===== config.mk =====
export PLATFORM = sky130hd
export DESIGN_NAME = int_ret_ctrl
export DESIGN_NICKNAME = d
export VERILOG_FILES = /design/src/rtl/ap_int_pkg.sv /design/src/rtl/ret_addr_lifo.sv /design/src/rtl/int_ret_ctrl.sv
export SDC_FILE = /design/constraint.sdc
export NUM_CORES = 1
export LEC_CHECK = 0
export BUFFER_PORTS_ARGS = -buffer_cell sky130_fd_sc_hd__buf_2
export CORE_MARGIN = 2
export CORE_UTILIZATION = 51
export CTS_BUF_LIST = sky130_fd_sc_hd__clkbuf_8
export DETAILED_ROUTE_END_ITERATION = 10
export GPL_ROUTABILITY_DRIVEN = 0
export PLACE_DENSITY = 0.76
export SLEW_MARGIN = 20
export SYNTH_ARGS = -nofsm -noshare
export SYNTH_HDL_FRONTEND = slang
export SYNTH_SLANG_ARGS = --single-unit

===== constraint.sdc =====
create_clock -name clk -period 2.4 [get_ports clk]
set_input_delay 0.36 -clock clk [delete_from_list [all_inputs] [get_ports clk]]
set_output_delay 0.36 -clock clk [all_outputs]
set_load 0.05 [all_outputs]

===== src/rtl/ap_int_pkg.sv =====
// Shared types and constants for the interrupt/return sequencer.
package ap_int_pkg;

  typedef enum logic [2:0] {
    IDLE     = 3'd0,
    PUSH     = 3'd1,
    JMP_WAIT = 3'd2,
    POP      = 3'd3,
    RET_RDY  = 3'd4,
    RET_DROP = 3'd5
  } state_t;

  localparam logic [27:0] ISR_BASE_DEF   = 28'h0000400;
  localparam logic [27:0] ISR_STRIDE_DEF = 28'h0000040;

  // Occupancy counter width: must be able to hold the value DEPTH itself.
  function automatic int sp_width(input int depth);
    return $clog2(depth) + 32'sd1;
  endfunction

endpackage


===== src/rtl/ret_addr_lifo.sv =====
// Return-address LIFO: synchronous write, registered read, unreset storage.
// CAP limits usable entries below DEPTH when nesting is disabled.
module ret_addr_lifo
  import ap_int_pkg::*;
#(
  parameter int DEPTH = 4,
  parameter int WIDTH = 16,
  parameter int CAP   = 4
) (
  input  logic                        clk,
  input  logic                        rst,
  input  logic                        push,
  input  logic                        pop,
  input  logic [WIDTH-1:0]            wr_data,
  output logic [WIDTH-1:0]            rd_data,
  output logic [sp_width(DEPTH)-1:0]  count,
  output logic                        full,
  output logic                        empty
);

  localparam int AW  = $clog2(DEPTH);
  localparam int SPW = sp_width(DEPTH);
  localparam logic [SPW-1:0] ONE = SPW'(32'd1);

  logic [WIDTH-1:0] mem_r [DEPTH];

  assign full  = (count == SPW'(CAP));
  assign empty = (count == {SPW{1'b0}});

  // Storage write, no reset on the array
  always_ff @(posedge clk) begin
    if (push && !full) begin
      mem_r[AW'(count)] <= wr_data;
    end
  end

  // Occupancy pointer and registered read port
  always_ff @(posedge clk or negedge rst) begin
    if (!rst) begin
      count   <= {SPW{1'b0}};
      rd_data <= {WIDTH{1'b0}};
    end else if (push && !full) begin
      count <= count + ONE;
    end else if (pop && !empty) begin
      rd_data <= mem_r[AW'(count - ONE)];
      count   <= count - ONE;
    end
  end

endmodule


===== src/rtl/int_ret_ctrl.sv =====
// Interrupt entry / RET sequencer with return-address stack.
// Define INT_NEST_EN for nested interrupts up to STACK_DEPTH; otherwise one level.
module int_ret_ctrl
  import ap_int_pkg::*;
#(
  parameter int ADDR_WIDTH_MEM = 16,
  parameter int DDR_ADDR_WIDTH = 28,
  parameter int STACK_DEPTH    = 4,
  parameter logic [DDR_ADDR_WIDTH-1:0] ISR_BASE   = DDR_ADDR_WIDTH'(ISR_BASE_DEF),
  parameter logic [DDR_ADDR_WIDTH-1:0] ISR_STRIDE = DDR_ADDR_WIDTH'(ISR_STRIDE_DEF)
) (
  input  logic                              clk,
  input  logic                              rst,
  input  logic                              int_req,
  input  logic [1:0]                        int_id,
  input  logic                              ret_req,
  input  logic                              ins_inp_valid,
  input  logic [ADDR_WIDTH_MEM-1:0]         addr_cur_ins,
  output logic                              int_pulse,
  output logic [DDR_ADDR_WIDTH-1:0]         jmp_addr_pc,
  output logic                              ret_valid,
  output logic [ADDR_WIDTH_MEM-1:0]         ret_addr_pc,
  output logic                              ret_addr_pc_rdy,
  output logic                              busy,
  output logic [sp_width(STACK_DEPTH)-1:0]  sp,
  output logic                              err_ovf,
  output logic                              err_udf
);

`ifdef INT_NEST_EN
  localparam int   STACK_CAP = STACK_DEPTH;
  localparam logic NEST      = 1'b1;
`else
  localparam int   STACK_CAP = 1;
  localparam logic NEST      = 1'b0;
`endif

  state_t                    state_r, next_s;
  logic                      int_req_d_r, int_pending_r;
  logic [1:0]                int_id_r;
  logic                      edge_s, full_s, empty_s;
  logic                      push_s, pop_s, ovf_set_s, udf_set_s;
  logic [DDR_ADDR_WIDTH-1:0] jmp_target_s;

  assign edge_s       = int_req & ~int_req_d_r;
  assign jmp_target_s = ISR_BASE + DDR_ADDR_WIDTH'(int_id_r) * ISR_STRIDE;

  ret_addr_lifo #(
    .DEPTH (STACK_DEPTH),
    .WIDTH (ADDR_WIDTH_MEM),
    .CAP   (STACK_CAP)
  ) u_lifo (
    .clk     (clk),
    .rst     (rst),
    .push    (push_s),
    .pop     (pop_s),
    .wr_data (addr_cur_ins),
    .rd_data (ret_addr_pc),
    .count   (sp),
    .full    (full_s),
    .empty   (empty_s)
  );

  // Interrupt edge detect and pending latch; later edges are ignored while pending
  always_ff @(posedge clk or negedge rst) begin
    if (!rst) begin
      int_req_d_r   <= 1'b0;
      int_pending_r <= 1'b0;
      int_id_r      <= 2'd0;
    end else begin
      int_req_d_r <= int_req;
      if (state_r == PUSH) begin
        int_pending_r <= 1'b0;
      end else if (edge_s && !int_pending_r) begin
        int_pending_r <= 1'b1;
        int_id_r      <= int_id;
      end
    end
  end

  // FSM state register
  always_ff @(posedge clk or negedge rst) begin
    if (!rst) begin
      state_r <= IDLE;
    end else begin
      state_r <= next_s;
    end
  end

  // Next-state logic: RET wins over a pending interrupt in IDLE
  always_comb begin
    next_s = state_r;
    case (state_r)
      IDLE: begin
        if (ret_req) begin
          if (!empty_s) next_s = POP;
          else          next_s = IDLE;
        end else if (int_pending_r && !full_s) begin
          next_s = PUSH;
        end else begin
          next_s = IDLE;
        end
      end
      PUSH:     next_s = JMP_WAIT;
      JMP_WAIT: begin
        if (ins_inp_valid) next_s = IDLE;
        else               next_s = JMP_WAIT;
      end
      POP:      next_s = RET_RDY;
      RET_RDY:  next_s = RET_DROP;
      RET_DROP: next_s = IDLE;
      default:  next_s = IDLE;
    endcase
  end

  // Stack strobes and error set conditions
  always_comb begin
    push_s    = (state_r == PUSH);
    pop_s     = (state_r == POP);
    udf_set_s = ret_req && ((state_r != IDLE) || empty_s);
    ovf_set_s = NEST && (state_r == IDLE) && !ret_req && int_pending_r && full_s;
  end

  // Registered outputs derived from the upcoming state
  always_ff @(posedge clk or negedge rst) begin
    if (!rst) begin
      int_pulse       <= 1'b0;
      jmp_addr_pc     <= {DDR_ADDR_WIDTH{1'b0}};
      ret_valid       <= 1'b0;
      ret_addr_pc_rdy <= 1'b0;
      busy            <= 1'b0;
      err_ovf         <= 1'b0;
      err_udf         <= 1'b0;
    end else begin
      int_pulse       <= (next_s == PUSH);
      ret_valid       <= (next_s == POP) || (next_s == RET_RDY);
      ret_addr_pc_rdy <= (next_s == RET_RDY);
      busy            <= (next_s != IDLE);
      err_ovf         <= err_ovf | ovf_set_s;
      err_udf         <= err_udf | udf_set_s;
      if (next_s == PUSH) begin
        jmp_addr_pc <= jmp_target_s;
      end
    end
  end

endmodule


## Word-level counts from Yosys, hierarchy flattened

Memory sizes are Yosys's and may differ from the RTL's. A register that Yosys moved wholly into a read port is not among the register bits.
Index checks and enable logic that the tools add are counted.

| storage, ports and cells | value |
|---|---|
| memories | 1 |
| input bits | 23 |
| output and inout bits | 53 |
| flip-flop bits (word level) | 43 |
| word-level logic and storage cells | 58 |
| RAM bits | 64 |

Memory list:

| memory | words | bits a word | rd ports | clocked after Yosys merged registers in | write ports | line | RTL |
|---|---|---|---|---|---|---|---|
| u_lifo.mem_r | 4 | 16 | 1 | 1 | 1 | ret_addr_lifo.sv:25 | `logic [WIDTH-1:0] mem_r [DEPTH];` |

| operators by class | value |
|---|---|
| bitwise gates (word level) | 5 |
| eq/ne operators | 8 |
| reduce and logical (&&, ||, !) cells | 19 |
| multiplexer cells | 11 |
| add/subtract/negate cells | 3 |

Operators with widths:

| operator | count |
|---|---|
| $pmux W3 S5 | 1 |
| $add A11 B8 Y12 const A | 1 |
| $eq A3 B1 Y1 const B | 3 |
| $eq A3 B2 Y1 const B | 3 |
| $mux W3 | 3 |
| $eq A3 B3 Y1 const B | 2 |
| $logic_not A3 Y1 | 2 |
| $reduce_bool A3 Y1 | 2 |
| $logic_and A1 B1 Y1 | 5 |
| $mux W1 | 5 |
| $logic_not A1 Y1 | 4 |
| $mux W2 | 2 |
| $reduce_and A2 Y1 | 2 |
| $reduce_bool A2 Y1 | 2 |
| $add A3 B1 Y3 const B | 1 |
| $not A1 Y1 | 3 |
| $sub A3 B1 Y3 const B | 1 |
| $logic_or A1 B1 Y1 | 2 |
| $and A1 B1 Y1 | 1 |
| $or A1 B1 Y1 | 1 |

## Longest topological paths before layout

Gate-level depths: netlist of the first run.

| logic depth | value |
|---|---|
| depth in word-level cells | 8 |
| gate-level depth with buffers | 10 |
| depth with buffers taken out | 6 |

## Cells and area by module

A second synthesis of the first run with hierarchy kept.

| second synthesis, totals | value |
|---|---|
| cells, all modules | 221 |
| area, all modules | 4,061.4 um2 |

Modules (own cells, without submodules):

| module | instances | sequential area each (um2) | cells an instance | area each (um2) |
|---|---|---|---|---|
| ret_addr_lifo | 1 | 2,397.3 | 148 | 3,265.6 |
| int_ret_ctrl | 1 | 375.4 | 73 | 795.8 |

## Worst setup path before layout of the first run

No wires, ideal clock.

| timing path | value |
|---|---|
| path type | reg-to-reg |
| start | register u_lifo.count[0] |
| end | register u_lifo.rd_data[0], read port of u_lifo.mem_r |
| cell stages (with the launch flop) | 9 |
| required time | 2.275 ns |
| buffers on the path | 4 |
| setup time | 0.125 ns |
| arrival time | 2.740 ns |
| clock period less this slack | 2.865 ns |
| path slack | -0.465 ns |
| cells stage by stage | dfrtp_1 > buf_4 > buf_2 > inv_1 > ha_1 > buf_2 > clkbuf_1 > mux4_2 > mux2_4 |

| on the way | value |
|---|---|
| word-level cells in the longest chain between the ends | 5 |
| elaborated cells between the ends (all ways) | 9 |
| those cells by class | add/sub: 1; eq/ne: 1; bitwise: 1; reduce/logical: 6 |

Ends and longest elaborated chain:

| element | line | RTL |
|---|---|---|
| from (decl) | ret_addr_lifo.sv:16 | `output logic [sp_width(DEPTH)-1:0] count,` |
| from (signal assigned) | ret_addr_lifo.sv:40 | `count <= {SPW{1'b0}};` |
| from (signal assigned) | ret_addr_lifo.sv:43 | `count <= count + ONE;` |
| from (signal assigned) | ret_addr_lifo.sv:46 | `count <= count - ONE;` |
| $eq A3 B1 Y1 | ret_addr_lifo.sv:27 | `assign full = (count == SPW'(CAP));` |
| $logic_not A1 Y1 | ret_addr_lifo.sv:42 | `end else if (push && !full) begin` |
| $logic_and A1 B1 Y1 | ret_addr_lifo.sv:42 |  |
| $not A1 Y1 (no line) | - |  |
| $reduce_and A2 Y1 (no line) | - |  |
| to (decl) | ret_addr_lifo.sv:15 | `output logic [WIDTH-1:0] rd_data,` |

Parallel ways exist; a longest one is shown, timed or not.
A chain may end at the register's enable or synchronous reset.

## Final worst setup path of the first run

| timing path | value |
|---|---|
| start | register u_lifo.count[0] |
| end | memory u_lifo.mem_r[3][12] (enable) |

| on the way | value |
|---|---|
| word-level cells in the longest chain between the ends | 5 |

Ends and longest elaborated chain:

| element | line | RTL |
|---|---|---|
| $eq A3 B1 Y1 | ret_addr_lifo.sv:27 |  |
| $logic_not A1 Y1 | ret_addr_lifo.sv:32 | `if (push && !full) begin` |
| $logic_and A1 B1 Y1 | ret_addr_lifo.sv:32 |  |
| $mux W1 | ret_addr_lifo.sv:32 |  |
| $mux W1 (implied by the code) | ret_addr_lifo.sv:33 | `mem_r[AW'(count)] <= wr_data;` |
| to (decl) | ret_addr_lifo.sv:25 |  |

Parallel ways exist; a longest one is shown, timed or not.

==> flow_summary_export.csv, run 1 <==
group,metric,value,unit
status,status,"complete, no violations",
global_route,antenna_found_initial,0,
floorplanning,io_pins,76,
yosys,yosysMostFrequentCell,"edfxtp_1",
power_and_ir_drop,leakagePower,0.00183,uW
yosys,synth_top_area_share,48.1,%
cells_and_area,areaGrowthSynthToFinish,13.8,%
critical_path,rr_startpoint,"u_lifo.count[0]$_DFFE_PN0P_",
clock_tree,cts_buffers,9,
critical_path,crit_path_end,"u_lifo.mem_r[3][12]$_DFFE_PP_",
place,dp_hpwl,4100,um
clock_tree,cts_hold_buf,0,
yosys,synth_area,4000,sq um
critical_path,crit_type,"reg -> reg",
sta,finalMaxSlewViolations,0,
critical_path,critPathMaxFanout,13,
floorplanning,std_cell_rows,32,
detailed_routing,drt_iter0_drc,113,
yosys,synthArstFlopShare,34.7,%
yosys,yosysSeqAreaShare,69.4,%
critical_path,rr_endpoint,"u_lifo.mem_r[3][12]$_DFFE_PP_",
critical_path,ff2ff_path_depth,5,
critical_path,required,2460,ps
worst_hold_path,min_path_type,"in -> async",
power_and_ir_drop,p_per_area,1360,nW/um^2
yosys,synth_warnings,0,
sta,max_freq,541,MHz
yosys,syn_avg_cell_area,18.3,sq um
cells_and_area,multi_input_area,1040,sq um
sta,hold_violations,0,
yosys,synth_cell_type_count,37,
detailed_routing,routed_wl,6290,um
floorplanning,start_util,52.3,%
sta,tightest_slew,814,ps
clock_tree,cts_buffer_depth,2,
detailed_routing,drc_errors,0,
detailed_routing,first_pass_iters,4,
power_and_ir_drop,finalPower,6180,uW
cells_and_area,fillers,610,
clock_tree,clk_pin_slew,90,ps
yosys,yosys.area.top_type,"edfxtp_1",
cells_and_area,fin_nets,308,
place,io_buffers,49,
sta,skew,7.76,ps
yosys,synth_top_cells_by_area,"edfxtp_1 48%, dfrtp_1 21%, mux4_2 9.0%",
yosys,synth_edf_count,64,
critical_path,start_kind,"flop",
sta,fin_crit,1850,ps
detailed_routing,route.vias.total,1964,
clock_tree,cts_tree,"built",
sta,period_share,77.0,%
clock_tree,cts_sinks,98,
clock_tree,clk_latency,350,ps
yosys,synth_cells,218,
clock_tree,cts-htree-levels,3,
global_route,grt_overflow,0,
flow_run,max-cap-violations,0,
yosys,synth_top_flop_cell,"edfxtp_1",
cells_and_area,post-route-util,59.5,%
detailed_routing,postRouteAntennaNets,0,
sta,finalSetupTns,0,ps
critical_path,r2r_slack,550,ps
critical_path,critical_path.endpoint_type,"flop",
detailed_routing,wl_per_cell,16.3,um
sta,setup_violations,0,
detailed_routing,via_per_inst,5.07,
global_route,track_usage,15.9,%
yosys,yosys-top-cells-count,"64 x edfxtp_1, 34 x dfrtp_1, 27 x buf_4, 16 x mux4_2, 11 x mux2_2",
critical_path,worst_ep_arrival_time,1910,ps
floorplanning,core_area,7650,sq um
critical_path,crit_start,"u_lifo.count[0]$_DFFE_PN0P_",
clock_tree,cts_root_buffer,"clkbuf_8",
cells_and_area,drive_gt1_share,39.6,%
global_route,grt_max_degree,35,
floorplanning,dieWidth,92.5,um
global_route,grt_pass1_vias,1956,
yosys,ys_ff_latch,98,
floorplanning,die_area,8560,sq um
clock_tree,cts-resized-gates,0,
floorplanning,die_y,92.5,um
global_route,grt_pass1_wl,10000,um
power_and_ir_drop,peakVddDrop,0.690,mV
cells_and_area,regArea,2770,sq um
sta,rsz0062_at_grt,"false",
sta,slew_headroom,45.7,%
cells_and_area,diodes,0,
clock_tree,post_cts.repair.setup_buffers,0,
## placed cells by master, fill, tap and decap left out, types with 2 or more instances in the layout
master / n
edfxtp_1: 64
buf_2: 49
dfrtp_1: 33
conb_1: 26
mux4_2: 16
mux2_2: 11
mux2_4: 9
clkbuf_8: 9
buf_4: 8
inv_1: 5
ha_1: 5
nand2b_1: 4
and3_1: 4
nor3_1: 3
nor2_1: 3
a21oi_1: 3
nand2_1: 3
bufinv_16: 3
a21o_1: 2
o22ai_1: 2
clkinvlp_4: 2
buf_12: 2
## cells by family after synthesis
kind of cell	count (synthesis)	synth area share [%]
AOI/OAI and AO/OA	12	2.10
xor gates and xnor gates	1	0.219
DFF	98	69.4
other	1	0.0938
adders and majority gates	5	1.57
and+or+nand+nor	26	3.95
muxes	37	15.7
buffers and inverters	38	6.95
## worst max-delay path, cell delays in order (launching register included)
cell and delay (ps):
dfrtp_2 420, buf_4 200, ha_1 240, nand2b_1 130, and3_1 380, buf_12 200
## per-stage QoR
| stage | setup slack (ps) | instance area [sq um] | hold WS, ps | instances |
|---|---|---|---|---|
| 2_1_floorplan | 19.1 | 4100 | 64.4 | 243 |
| 3_3_place_gp | 617 | 4310 | 436 | 371 |
| 3_5_place_dp | 571 | 4310 | 447 | 371 |
| 4_1_cts | 546 | 4550 | 107 | 387 |
| 5_1_grt | 457 | 4550 | 120 | 387 |
| 6_report | 552 | 4550 | 93.0 | 387 |
## worst min-delay path by stage
stage / start / to / slack (ps) / cells after the start
after floorplan: rst / busy$_DFF_PN0_ / 60 / 0
after global placement: err_udf$_DFF_PN0_ / err_udf$_DFF_PN0_ / 440 / 1
after detailed placement: err_udf$_DFF_PN0_ / err_udf$_DFF_PN0_ / 450 / 1
after CTS: rst / jmp_addr_pc[6]$_DFFE_PN0N_ / 110 / 1
after global routing: int_req / int_req_d_r$_DFF_PN0_ / 120 / 1
final: rst / jmp_addr_pc[6]$_DFFE_PN0N_ / 90 / 1
## metal layers
layer / vias up / global-route usage, % / wire length [um]
met4: 0 / 5.22 / 58
li1: 899 / - / -
met5: - / 0 / 0
met2: 66 / 26.3 / 3190
met3: 5 / 3.82 / 306
met1: 994 / 20.9 / 2740
## where the power goes
group	leakage (uW)	internal, uW	switching [uW]
clock	0.000113	690	538
combinational	0.000739	1000	1570
sequential	0.000983	2180	204
total	0.00183	3870	2310
## cell type report
cell class	count	share of cell area (%)
Multi-Input combinational cell	107	22.9
Sequential cell	98	61.0
Tap cell	102	2.81
Inverter	5	0.413
Timing Repair Buffer	59	7.59
Clock buffer	9	2.72
Clock inverter	7	2.59
## registers in the layout, summed over array words and instances, names as in the netlist
signal,cells
state_r,3
ret_valid,1
ret_addr_pc_rdy,1
u_lifo.rd_data,16
u_lifo.count,3
int_req_d_r,1
u_lifo.mem_r,64
int_id_r,2
int_pulse,1
err_udf,1
busy,1
int_pending_r,1
jmp_addr_pc,3
Power figures use the tool's default switching activity.
==> run 2, diff against run 1 <==
clock period = 1.6 ns   (was 2.4 ns; I/O delays follow)
==> run 2 against run 1 <==
Effect of this change: register-to-register slack got worse by 550 ps; sequential share of layout area decreased by 3.8 points; count of clock-buffer cells in the layout unchanged; clock skew increased by 6.7 ps; global-route usage increased by 1.6 points; non-clock buffer count increased by 21; design area increased by 6.7%; critical path type unchanged; largest cell class unchanged.
==> flow_summary_export.csv, run 2 (synthesis results as in run 1) <==
group,metric,value,unit
global_route,grt_pass1_vias,2044,
sta,hold_violations,0,
worst_hold_path,whs_endpoint,"u_lifo.mem_r[1][8]$_DFFE_PP_",
floorplanning,core_area,7650,sq um
sta,period_share,99.9,%
critical_path,required,1840,ps
status,status,"complete, no violations",
cells_and_area,areaGrowthSynthToFinish,21.4,%
sta,finalSetupTns,0,ps
clock_tree,cts-htree-levels,3,
detailed_routing,postRouteAntennaNets,0,
sta,max_freq,625,MHz
clock_tree,cts_buffers,9,
clock_tree,cts_root_buffer,"clkbuf_8",
critical_path,critPathBufInv,2,
power_and_ir_drop,peakVddDrop,0.987,mV
cells_and_area,drive_gt1_share,49.5,%
floorplanning,die_area,8560,sq um
critical_path,cp_top_family,"multiplexers",
detailed_routing,routed_wl,6970,um
worst_hold_path,hold_depth,1,
global_route,grt_pass1_wl,10700,um
clock_tree,cts_sinks,98,
power_and_ir_drop,p_per_area,2000,nW/um^2
cells_and_area,reg_top3,"u_lifo.mem_r: 64 flops, u_lifo.rd_data: 16 flops",
critical_path,max_stage_delay,460,ps
sta,skew,14.5,ps
cells_and_area,layout_commonest_cell,"edfxtp_1",
critical_path,cp_cell_sequence,"inv_8 > ha_4 > buf_8 > mux4_2 > mux2_4",
sta,setup_violations,0,
critical_path,rr_startpoint,"u_lifo.count[0]$_DFFE_PN0P_",
sta,fin_crit,1600,ps
worst_hold_path,hp-start,"addr_cur_ins[8]",
cells_and_area,post-route-util,63.4,%
critical_path,worst_ep_arrival_time,1840,ps
clock_tree,clk_pin_slew,100,ps
global_route,grt_overflow,0,
detailed_routing,wl_per_cell,17.0,um
floorplanning,std_cell_rows,32,
critical_path,start_kind,"flop",
floorplanning,start_util,52.3,%
worst_hold_path,min_path_type,"in -> reg",
floorplanning,die_y,92.5,um
power_and_ir_drop,leakagePower,0.00195,uW
power_and_ir_drop,finalPower,9710,uW
place,dp_cells,381,
critical_path,r2r_slack,0.8,ps
global_route,antenna_found_initial,0,
detailed_routing,first_pass_iters,4,
place,dp_hpwl,4440,um
detailed_routing,drc_errors,0,
critical_path,ff2ff_path_depth,5,
detailed_routing,via_per_inst,5.08,
critical_path,crit_type,"reg -> reg",
floorplanning,io_pins,76,
place,pre_cts_ws,-86.8,ps
flow_run,max-cap-violations,0,
clock_tree,cts_buffer_depth,2,
place,io_buffers,49,
floorplanning,dieWidth,92.5,um
cells_and_area,largest_register,"u_lifo.mem_r",
cells_and_area,fillers,555,
detailed_routing,route.vias.total,2089,
critical_path,critPathMaxFanout,8,
cells_and_area,final_cell_mix,"64 x edfxtp_1, 49 x buf_2, 31 x dfrtp_1, 26 x conb_1, 17 x buf_4",
critical_path,critical_path.endpoint_type,"flop",
global_route,grt_max_degree,19,
critical_path,rr_endpoint,"u_lifo.rd_data[1]$_DFFE_PN0P_",
clock_tree,cts_tree,"built",
clock_tree,clk_latency,360,ps
sta,postLayoutSetupSlackWorst,0.835,ps
global_route,track_usage,17.5,%
cells_and_area,diodes,0,
cells_and_area,instances_no_fill,411,
sta,finalMaxSlewViolations,0,
cells_and_area,largest_register_ffs,64,
cells_and_area,fin_nets,332,
sta,rsz0062_at_grt,"true",
critical_path,slowest_stage,"dfrtp_2",
detailed_routing,drt_iter0_drc,147,
run 2: cell count changes in the layout (fill, tap and decap cells not counted), sizes merged:
cell,before,now
buf,59,78
bufinv,3,0
and3,4,6
dlygate4sd3,0,2
inv,5,7
clkinv,2,3
nor3b,1,2
run 2: timing repair:
| item | CTS | global route |
|---|---|---|
| setup endpoints to repair | 64 | 69 |
| hold buffers | 1 | 1 |
| gates cloned | 2 | 1 |
| pin swaps | 3 | 3 |
| setup buffers | 6 | 3 |
| gates resized for setup | 10 | 9 |
| endpoints found under the hold margin | 16 | 1 |
run 2: worst max-delay path by stage:
stage	startpoint	endpoint	slack [ps]	cells past startpoint
floorplan	u_lifo.count[0]$_DFFE_PN0P_	u_lifo.rd_data[0]$_DFFE_PN0P_	-500	8
global placement	u_lifo.count[0]$_DFFE_PN0P_	u_lifo.mem_r[2][12]$_DFFE_PP_	-40	4
detailed placement	u_lifo.count[0]$_DFFE_PN0P_	u_lifo.mem_r[2][12]$_DFFE_PP_	-90	4
CTS	u_lifo.count[0]$_DFFE_PN0P_	u_lifo.rd_data[4]$_DFFE_PN0P_	-7	3
global route	u_lifo.count[0]$_DFFE_PN0P_	u_lifo.rd_data[15]$_DFFE_PN0P_	-50	5
finish	u_lifo.count[0]$_DFFE_PN0P_	u_lifo.rd_data[1]$_DFFE_PN0P_	0.8	5
run 2: through the flow:
| stage | instance area [sq um] | hold slack [ps] |
|---|---|---|
| 2_1_floorplan | 4190 | -55.6 |
| 3_3_place_gp | 4460 | 215 |
| 3_5_place_dp | 4460 | 220 |
| 4_1_cts | 4770 | 0.798 |
| 5_1_grt | 4850 | 81.2 |
| 6_report | 4850 | 94.6 |
run 2: power breakdown:
group / switching [uW] / internal, uW
clock network: 845 / 573
registers: 335 / 3270
logic: 2620 / 2070
run 2: worst reg2reg max path, delay by kind of cell, from the launching register on:
family	cells	cell delay (ps)
muxes	2	550
DFF	1	460
adders and majority gates	1	300
buffers and inverters	2	180
run 2: cell type report:
type                       count  area [sq um]  share of cell area [%]
clock buffer                   9           124                    2.55
clock inverter                 7          51.3                    1.06
inverter                       5          26.3                   0.542
multi-input combinational    110          1170                    24.1
sequential                    98          2780                    57.2
tap                          102           128                    2.63
timing repair buffer          80           576                    11.9
run 2: layer usage:
metal	global-route usage [%]	share of wire, %
met3	5.04	4.9
met2	28.4	50
met5	0	0
met1	22.7	44
met4	6.22	1.9
==> run 3, diff against run 2 <==
CORE_MARGIN = 8   (was 2)
==> run 3 against run 2 <==
Effect of this change: the flow now finishes with violations (setup timing); global-route usage decreased by 3.3 points; fmax fell by 0.45%; non-clock buffer count down 2; combinational power grew 1%; power up 2.6%; first-iteration DRC count down 36%; largest cell class unchanged.
==> flow_summary_export.csv, run 3 (synthesis results as in run 1) <==
group,metric,value,unit
critical_path,ff2ff_path_depth,5,
global_route,track_usage,14.2,%
clock_tree,cts_sinks,98,
detailed_routing,routed_wl,7920,um
global_route,grt_max_degree,23,
critical_path,rr_startpoint,"u_lifo.count[0]$_DFFE_PN0P_",
sta,skew,9.86,ps
critical_path,start_kind,"flop",
clock_tree,cts_buffers,9,
sta,postLayoutSetupSlackWorst,-6.46,ps
clock_tree,cts-htree-levels,3,
floorplanning,core_area,7650,sq um
worst_hold_path,min_path_type,"in -> reg",
sta,rsz0062_at_grt,"true",
global_route,grt_overflow,0,
cells_and_area,stdcell_area,4890,sq um
cells_and_area,largest_register_ffs,64,
sta,hold_violations,0,
clock_tree,cts_buffer_depth,2,
sta,slew_headroom,65.9,%
place,io_buffers,49,
status,status,"complete, but fails checks",
power_and_ir_drop,p_per_area,2040,nW/um^2
power_and_ir_drop,peakVddDrop,1.07,mV
cells_and_area,diodes,0,
global_route,grt_pass1_wl,12000,um
floorplanning,dieWidth,105,um
critical_path,worst_ep_arrival_time,1850,ps
detailed_routing,via_per_inst,5.09,
sta,finalMaxSlewViolations,0,
cells_and_area,largest_register,"u_lifo.mem_r",
place,placed_cell_area,4440,sq um
sta,tightest_slew,511,ps
floorplanning,io_pins,76,
status,violations,"setup timing",
place,dp_hpwl,4820,um
critical_path,crit_type,"reg -> reg",
clock_tree,clk_latency,360,ps
sta,setup_violations,3,
global_route,antenna_found_initial,0,
floorplanning,std_cell_rows,32,
detailed_routing,route.vias.total,2083,
detailed_routing,drc_errors,0,
detailed_routing,postRouteAntennaNets,0,
clock_tree,clk_pin_slew,90,ps
cells_and_area,areaGrowthSynthToFinish,22.3,%
cells_and_area,final_cell_mix,"64 x edfxtp_1, 48 x buf_2, 29 x dfrtp_1, 26 x conb_1, 17 x buf_4",
clock_tree,cts_tree,"built",
sta,finalSetupTns,-11.8,ps
sta,period_share,100,%
critical_path,r2r_slack,-6,ps
floorplanning,die_area,10900,sq um
detailed_routing,drt_iter0_drc,94,
worst_hold_path,whs_endpoint,"u_lifo.mem_r[3][7]$_DFFE_PP_",
cells_and_area,fin_nets,330,
critical_path,critical_path.endpoint_type,"flop",
sta,max_freq,622,MHz
detailed_routing,first_pass_iters,4,
flow_run,max-cap-violations,0,
detailed_routing,wl_per_cell,19.4,um
cells_and_area,reg_top3,"u_lifo.mem_r: 64 flops, u_lifo.rd_data: 16 flops",
worst_hold_path,hp-start,"addr_cur_ins[7]",
critical_path,required,1850,ps
worst_hold_path,hold_depth,1,
power_and_ir_drop,leakagePower,0.00196,uW
clock_tree,cts_root_buffer,"clkbuf_8",
cells_and_area,drive_gt1_share,49.8,%
sta,fin_crit,1610,ps
critical_path,critPathMaxFanout,8,
cells_and_area,layout_commonest_cell,"edfxtp_1",
global_route,grt_pass1_vias,2268,
floorplanning,start_util,52.3,%
floorplanning,die_y,105,um
critical_path,rr_endpoint,"u_lifo.rd_data[12]$_DFFE_PN0P_",
run 3: changes by cell type in the layout (fill, tap and decap cells not counted), sizes merged:
cell / previous run / this run
buf: 78 / 75
bufinv: 0 / 1
clkbuf: 9 / 10
inv: 7 / 5
clkinvlp: 2 / 3
run 3: worst max-delay path by stage:
stage	endpoint	start	cells past startpoint
floorplan	u_lifo.rd_data[0]$_DFFE_PN0P_	u_lifo.count[0]$_DFFE_PN0P_	8
global placement	u_lifo.mem_r[3][5]$_DFFE_PP_	u_lifo.count[0]$_DFFE_PN0P_	4
detailed placement	u_lifo.mem_r[2][8]$_DFFE_PP_	u_lifo.count[0]$_DFFE_PN0P_	4
CTS	u_lifo.rd_data[5]$_DFFE_PN0P_	u_lifo.count[0]$_DFFE_PN0P_	5
global route	busy$_DFF_PN0_	u_lifo.count[0]$_DFFE_PN0P_	7
finish	u_lifo.rd_data[12]$_DFFE_PN0P_	u_lifo.count[0]$_DFFE_PN0P_	5
run 3: per-layer routing:
| metal | GRT usage (%) | vias to the layer above | routed length (um) |
|---|---|---|---|
| met4 | 7.65 | 0 | 197 |
| li1 | - | 944 | - |
| met1 | 16.0 | 1053 | 3180 |
| met2 | 23.3 | 69 | 4020 |
| met5 | 0 | - | 0 |
| met3 | 4.89 | 17 | 516 |
run 3: cell type report:
cell class	instances	area, sq um
Timing Repair Buffer	78	582
Fill cell	552	2760
Tap cell	102	128
Multi-Input combinational cell	110	1180
Sequential cell	98	2780
Inverter	5	28.8
Clock buffer	9	124
Clock inverter	7	70.1
run 3: through the flow:
stage                     hold WS (ps)  instances  setup slack (ps)  power [uW]  utilization (%)
final                             92.6        409             -6.46        9960             63.9
after global routing              80.1        409             -50.6       10400             63.9
after CTS                         81.1        405             -3.60        9750             62.5
after detailed placement           239        380             -53.5        7850             58.1
after global placement             242        380             -36.7        7770             58.1
after floorplan                  -55.6        243              -503        6950                -
run 3: worst max-delay path, cell delays in order (launching register included):
cell and delay [ps]:
dfrtp_2 470, inv_8 40, ha_4 290, buf_8 140
mux4_2 290, mux2_4 260
run 3: what timing repair did:
item	4_1_cts	5_1_grt
buffers inserted	5	2
setup endpoints to repair	66	62
gates resized for setup	10	13
cloned	2	2
pin swaps	5	2
endpoints found under the hold margin	21	0
hold buffers	2	0
run 3: where the power goes:
part / internal, uW / switching (uW)
combinational: 2100 / 2650
clock: 717 / 855
sequential: 3280 / 360
